<file path="src/rtl/booth_pp_encoder.sv">
// -----------------------------------------------------------------------------
// booth_pp_encoder
//
// Radix-4 (modified Booth) partial-product generator for a 10x10 signed
// multiply. It produces five 13-bit rows plus a per-row +1 correction bit.
// Row i is weighted 2^(2i). The sum of all rows and correction bits equals a*b
// modulo 2^21.
//
// The block is a two-stage valid/ready pipeline:
//   S1 holds the multiplicand and the decoded Booth controls {neg, one, two}
//      for each digit.
//   S2 holds the finished rows and the correction bits.
//
// Optional feature (macro BOOTH_PP_ZERO_SKIP_EN):
//   When either operand is zero, the set leaves S2 as all-zero rows with no
//   correction bits. pp_zero is raised, aligned with that set.
//
// Ports:
//   clk        in   sole clock, rising edge
//   rst_n      in   asynchronous active-low reset
//   in_valid   in   operand pair present
//   in_ready   out  operand pair accepted this cycle
//   a          in   [9:0]  multiplicand, signed
//   b          in   [9:0]  multiplier, signed
//   out_valid  out  partial-product set present
//   out_ready  in   consumer accepts the set this cycle
//   ops        out  [4:0][12:0] partial-product rows, row i weighted 2^(2i)
//   pp_neg     out  [4:0] +1 correction per row, weighted 2^(2i)
//   pp_zero    out  zero-operand flag (only with BOOTH_PP_ZERO_SKIP_EN)
// -----------------------------------------------------------------------------
module booth_pp_encoder (
    input  logic             clk,
    input  logic             rst_n,
    input  logic             in_valid,
    output logic             in_ready,
    input  logic [9:0]       a,
    input  logic [9:0]       b,
    output logic             out_valid,
    input  logic             out_ready,
    output logic [4:0][12:0] ops,
    output logic [4:0]       pp_neg
`ifdef BOOTH_PP_ZERO_SKIP_EN
    ,
    output logic             pp_zero
`endif
);

    // Handshake: a transfer happens on a rising edge where valid and ready
    // are both high. A stage accepts new contents when it is empty, or when
    // its current contents leave on the same edge. Ready is combinational
    // back through both stages, so a full pipeline still moves one set per
    // cycle with out_ready held high.
    logic s1_adv;
    logic s2_adv;

    // ---------------- S1: Booth digit decode ----------------
    logic             s1_valid_q;
    logic [9:0]       s1_a_q;
    logic [4:0]       s1_neg_q, s1_one_q, s1_two_q;
    logic [4:0]       neg_d, one_d, two_d;
    logic [10:0]      b_ext;

    // Append b[-1] = 0, so digit i reads the triplet b_ext[2i+2 : 2i].
    assign b_ext = {b, 1'b0};

    always_comb begin
        neg_d = '0;
        one_d = '0;
        two_d = '0;
        for (int i = 0; i < 5; i++) begin
            // 111 is a zero digit, so neg is suppressed there. This keeps
            // both zero encodings free of a correction bit.
            neg_d[i] = b_ext[2*i+2] & ~(b_ext[2*i+1] & b_ext[2*i]);
            one_d[i] = b_ext[2*i+1] ^ b_ext[2*i];
            two_d[i] = ( b_ext[2*i+2] & ~b_ext[2*i+1] & ~b_ext[2*i]) |
                       (~b_ext[2*i+2] &  b_ext[2*i+1] &  b_ext[2*i]);
        end
    end

`ifdef BOOTH_PP_ZERO_SKIP_EN
    logic s1_zero_q;
    logic s2_zero_q;
`endif

    assign s2_adv   = ~out_valid | out_ready;
    assign s1_adv   = ~s1_valid_q | s2_adv;
    assign in_ready = s1_adv;

    always_ff @(posedge clk or negedge rst_n) begin
        if (!rst_n) begin
            s1_valid_q <= 1'b0;
            s1_a_q     <= '0;
            s1_neg_q   <= '0;
            s1_one_q   <= '0;
            s1_two_q   <= '0;
`ifdef BOOTH_PP_ZERO_SKIP_EN
            s1_zero_q  <= 1'b0;
`endif
        end else if (s1_adv) begin
            s1_valid_q <= in_valid;
            if (in_valid) begin
                s1_a_q    <= a;
                s1_neg_q  <= neg_d;
                s1_one_q  <= one_d;
                s1_two_q  <= two_d;
`ifdef BOOTH_PP_ZERO_SKIP_EN
                s1_zero_q <= (a == 10'd0) || (b == 10'd0);
`endif
            end
        end
    end

    // ---------------- S2: row formation ----------------
    logic             s2_valid_q;
    logic [4:0][12:0] ops_q, ops_d;
    logic [4:0]       pp_neg_q, pp_neg_d;
    logic [4:0][10:0] mag_w;
    logic [4:0][10:0] row_w;

    always_comb begin
        mag_w    = '0;
        row_w    = '0;
        ops_d    = '0;
        pp_neg_d = '0;
        for (int i = 0; i < 5; i++) begin
            // |d|*a at 11 bits: 2a always fits, even for a = -512.
            if (s1_one_q[i]) begin
                mag_w[i] = {s1_a_q[9], s1_a_q};
            end else if (s1_two_q[i]) begin
                mag_w[i] = {s1_a_q, 1'b0};
            end
            // A negative row is ~m. The missing +1 travels in pp_neg.
            row_w[i]    = s1_neg_q[i] ? ~mag_w[i] : mag_w[i];
            ops_d[i]    = {{2{row_w[i][10]}}, row_w[i]};
            pp_neg_d[i] = s1_neg_q[i];
        end
`ifdef BOOTH_PP_ZERO_SKIP_EN
        if (s1_zero_q) begin
            ops_d    = '0;
            pp_neg_d = '0;
        end
`endif
    end

    always_ff @(posedge clk or negedge rst_n) begin
        if (!rst_n) begin
            s2_valid_q <= 1'b0;
            ops_q      <= '0;
            pp_neg_q   <= '0;
`ifdef BOOTH_PP_ZERO_SKIP_EN
            s2_zero_q  <= 1'b0;
`endif
        end else if (s2_adv) begin
            s2_valid_q <= s1_valid_q;
            if (s1_valid_q) begin
                ops_q     <= ops_d;
                pp_neg_q  <= pp_neg_d;
`ifdef BOOTH_PP_ZERO_SKIP_EN
                s2_zero_q <= s1_zero_q;
`endif
            end
        end
    end

    // The data registers load only on a transfer, so stale contents stay
    // there after a set leaves. They are masked to zero while no set is valid.
    assign out_valid = s2_valid_q;
    assign ops       = s2_valid_q ? ops_q    : '0;
    assign pp_neg    = s2_valid_q ? pp_neg_q : '0;
`ifdef BOOTH_PP_ZERO_SKIP_EN
    assign pp_zero   = s2_valid_q & s2_zero_q;
`endif

endmodule

</file>
<file path="config.mk">
export PLATFORM = sky130hd
export DESIGN_NAME = booth_pp_encoder
export DESIGN_NICKNAME = d
export VERILOG_FILES = /design/src/rtl/booth_pp_encoder.sv
export SDC_FILE = /design/constraint.sdc
export NUM_CORES = 1
export LEC_CHECK = 0
export ABC_AREA = 0
export CORE_MARGIN = 1.5
export CORE_UTILIZATION = 60
export CTS_BUF_LIST = sky130_fd_sc_hd__clkbuf_16
export CTS_CLUSTER_SIZE = 16
export DETAILED_ROUTE_END_ITERATION = 7
export DONT_BUFFER_PORTS = 1
export GPL_TIMING_DRIVEN = 0
export PLACE_DENSITY = 0.76
export SYNTH_ARGS = -nofsm -noshare
export SYNTH_HDL_FRONTEND = slang
export SYNTH_SLANG_ARGS = --single-unit
</file>
<file path="constraint.sdc">
create_clock -name clk -period 3 [get_ports clk]
set_input_delay 0.15 -clock clk [delete_from_list [all_inputs] [get_ports clk]]
set_output_delay 0.15 -clock clk [all_outputs]
set_load 0.05 [all_outputs]
</file>
; ---- Word level (Yosys, flattened, before mapping)
; Index checks and enable logic that the tools add are counted.
[classes]
reduce_logical = 2
bitwise = 56
mux = 17
[op_table]
columns = operator, n
row1 = 2-to-1 mux 11 bit, 15
row2 = 2-to-1 mux 65 bit, 1
row3 = inverter 11 bit, 5
row4 = AND 1 bit, 25
row5 = inverter 1 bit, 16
row6 = OR 1 bit, 6
row7 = 2-to-1 mux 5 bit, 1
row8 = AND reduction 2 bit, 2
row9 = XOR 1 bit, 4
[totals]
out_inout_bits = 72
reg_bits = 87
input_bits = 24
elab_cells = 87

; ---- Longest topological paths before layout
[depth]
ltp_word = 4
mapped_depth = 7
ltp_nobuf = 3

; ---- Worst setup path after synthesis
; OpenSTA, ideal clock, no wires.
[synth_timing]
path_kind = register -> register
start = reg s2_valid_q (netlist: out_valid)
end = reg s1_neg_q[0] (netlist: pp_neg_d[0])
stages_incl_launch_ff = 6
arrival_time_ps = 2120
required_time_ps = 2875
period_less_slack_ps = 2245
setup_slack_ps = 755
path_buffers = 2
setup_time_ps = 125
path_cell_list = dfrtp_1 > buf_6 > nand3b_1 > nand2_2 > clkbuf_8 > mux2_2
[synth_between]
elab_chain_cells = 4
[synth_lines]
columns = item, line
row1 = "start, declared", 114  ; logic s2_valid_q;
row2 = "start signal, assigned", 154  ; s2_valid_q <= s1_valid_q;
row3 = inverter 1 bit, 85  ; assign s2_adv = ~out_valid | out_ready;
row4 = OR 1 bit, 85
row5 = OR 1 bit, 86  ; assign s1_adv = ~s1_valid_q | s2_adv;
row6 = via in_ready, 35  ; output logic in_ready,
row7 = AND reduction 2 bit (no line), n/a
row8 = "end signal, assigned", 103  ; s1_neg_q <= neg_d;
row9 = "end, declared", 59  ; logic [4:0] s1_neg_q, s1_one_q, s1_two_q;
; The timed path passes the listed nets, and every way through them passes these cells.
; A chain may end at the register's enable or synchronous reset.

==> results.ini <==
[place]
placedInstanceArea_um2 = 5736
port_buffers = 0
placed_cells = 702
place_congestion = 0.8705
dp.final_hpwl_mm = 10.52

[sta]
skew_ps = 9.129
final_hold_viol_count = 0
fin_crit_sh = 0.8624
setup_viol = 0
grt_setup_unrepaired = false
fmax_mhz = 386.5
whs_ps = 63.55
slew_viol_final = 0
worstMarginPinSlew_ps = 616.9
min_period_ps = 2587
max_slew_margin = 0.5875
setup_tns_ps = 0

[layout]
area_growth_pct = 10.82
nets = 645
instances_no_fill = 733
nFillCells = 718
final_cell_area_um2 = 6202
final_core_util = 0.6776
drive_gt1_frac = 0.1736
n_antenna_cell = 0

[drt]
firstDrtPassIters = 6
ant_nets = 0
drt_wl_total_mm = 16.21
routedWlPerCell_um = 22.12
vias_per_cell = 6.783
vias = 4972
drc = 0
drt_iter0_markers = 376

[critical_path]
start_kind = flop
end_kind = output pin
crit_chain = buf_6 -> clkbuf_1 -> and2_1 -> buf_4
max_stage_delay_ps = 640
ff2ff_path_depth = 5
slowest_stage = dfrtp_1
worstPathRequired_ps = 2850
critPathArrivalTime_ps = 2440
r2r_slack_ps = 510
rr_startpoint = out_valid
path_max_fanout = 10
startpoint = out_valid
r2r_end = s1_a_q[1]
worstSetupPathType = reg2out

[power_and_ir_drop]
max-vdd-ir-drop_mv = 0.3959
power.leakage_nw = 2.580
p_per_area_nw_per_um2 = 834.4

[clock_network]
cts_setup_buffers = 0
cts_root_buf = clkbuf_16
cts.sinks = 87
cts_resized = 0
cts_made_buffers = 9
clk_pin_slew_ps = 70
cts_hold_buf = 15
clk-insertion-delay-late_ps = 350
htreeDepth = 3
cts_tree = yes
ctsLongestPathBuffers = 2

[synth]
synth_mux_area_frac = 0.05231
synth_area_um2 = 5597
syn_nets = 619
synth-xor-area-share = 0.01565
async_reset_ff_frac = 1.000
syn_inst = 591
synth_compound_area_frac = 0.2354
synth-simple-area-share = 0.2200
synth_cell_types = 31
synthAdderAreaFrac = 0.008943
ys_seq_area_frac = 0.3890
synth_top_family_by_area = compound AO/OA/AOI/OAI gates
ys_seq_elements = 87
synth.avg_cell_area_um2 = 9.470
synth_ff_type = dfrtp_1
synth_edf_count = 0
yosysWarnings = 0

[hold_path]
hold_end = s1_one_q[4]
min_path_type = in2reg
whs_path_depth = 2
worstHoldStart = b[8]

[floorplanning]
ios = 96
die_w_um = 99.58
start_util = 0.6115
core-area_um2 = 9153
fp-row-count = 35
die_area_um2 = 9916
die_h_um = 99.58

[outcome]
status = finished clean

[grt]
overflow = 0
grt_max_degree = 88
grt_pass1_vias = 4822
grt_first_pass_wirelength_mm = 25.75
grtUsageTotal = 0.3365
antenna_found_initial = 0

[job]
drv_cap = 0

## layout by cell type (no fill, tap or decap), types with 2 or more instances in the layout
master         count
dlygate4sd3_1     14
mux2_2            26
nor2b_1            5
o22ai_1            3
nand2b_1           4
o21ai_0           46
a21oi_1           20
a311o_1            9
clkbuf_2           3
ha_1               4
and2_1            60
clkbuf_8           2
buf_4             11
nand2_1           94
o211ai_1          36
a2111oi_2          9
dfrtp_1           87
clkbuf_16          9
buf_2             24
clkinvlp_4         3
nand3b_1          47
buf_6              8
a21boi_0           9
a2111o_1          36
clkbuf_1          27
xor2_1            10
nand3_2            4
## final cells by class
class                   count  area [um2]  share of cell area
flip-flops and latches     87        2177              0.3510
clock inverters             7       73.82             0.01190
clock buffers               9       225.2             0.03631
inverters                   1       3.754           0.0006052
repair buffers             15       167.7             0.02703
well taps                 111       138.9             0.02239
multi-input cells         428        2979              0.4803
plain buffers              75       436.7             0.07041
## Yosys cell counts, types with 5 or more instances
master	instances	area (um2)
a2111o_1	36	405.4
a2111oi_2	9	135.1
a21boi_0	9	67.56
a21oi_1	20	100.1
a311o_1	9	90.09
and2_1	60	375.4
buf_2	24	120.1
buf_4	11	82.58
buf_6	8	90.09
clkbuf_1	27	101.4
dfrtp_1	87	2177
mux2_2	26	292.8
nand2_1	94	352.8
nand3b_1	47	352.8
nor2b_1	5	31.28
o211ai_1	36	270.3
o21ai_0	46	230.2
xor2_1	10	87.58
## worst max-delay path: cells and delay by family, from the launching register on
| family | cells | cell delay, ps |
|---|---|---|
| buf+inv | 3 | 860 |
| flops | 1 | 640 |
| simple gates | 1 | 580 |
## routing by layer
layer	GRT usage	wire length (um)	up-vias
li1	-	-	2192
met1	0.4593	6676	2478
met2	0.5427	7834	261
met3	0.04779	1264	41
met4	0.1376	437	0
met5	0	0	-
## through the flow
| step | total power [mW] | worst slack (ps) |
|---|---|---|
| after detailed placement | 3.960 | 529.2 |
| after global placement | 3.904 | 541.9 |
| final | 5.175 | 412.8 |
| after CTS | 5.148 | 403.3 |
| after floorplan | 3.617 | 755.3 |
| after global routing | 5.391 | 311.0 |
## flip-flops by register name, summed over array words and instances (netlist names)
name / cells
out_valid: 1
s1_two_q: 5
ops_q: 55
s1_a_q: 10
s1_valid_q: 1
pp_neg_d: 5
s1_one_q: 5
pp_neg_q: 5
## power breakdown
part | leakage, nW | internal (mW) | switching, mW
logic | 1.38 | 0.610 | 1.76
registers | 1.06 | 1.48 | 0.167
clock network | 0.139 | 0.647 | 0.505
total | 2.58 | 2.74 | 2.44
## logic make-up after synthesis
group	Yosys count
compound gates	168
fa+ha+maj	4
mux	26
buf+inv	76
simple gates	220
flops	87
xor+xnor	10
## worst max path at each step
stage / end / slack (ps) / cells past startpoint
4_1_cts: ops[63] / 400 / 4
5_1_grt: ops[38] / 310 / 4
3_5_place_dp: s1_a_q[1] / 530 / 5
2_1_floorplan: pp_neg_d[0] / 760 / 5
6_report: ops[38] / 410 / 4
3_3_place_gp: s1_a_q[8] / 540 / 5
Note: power is estimated with default switching activity, not from simulation.
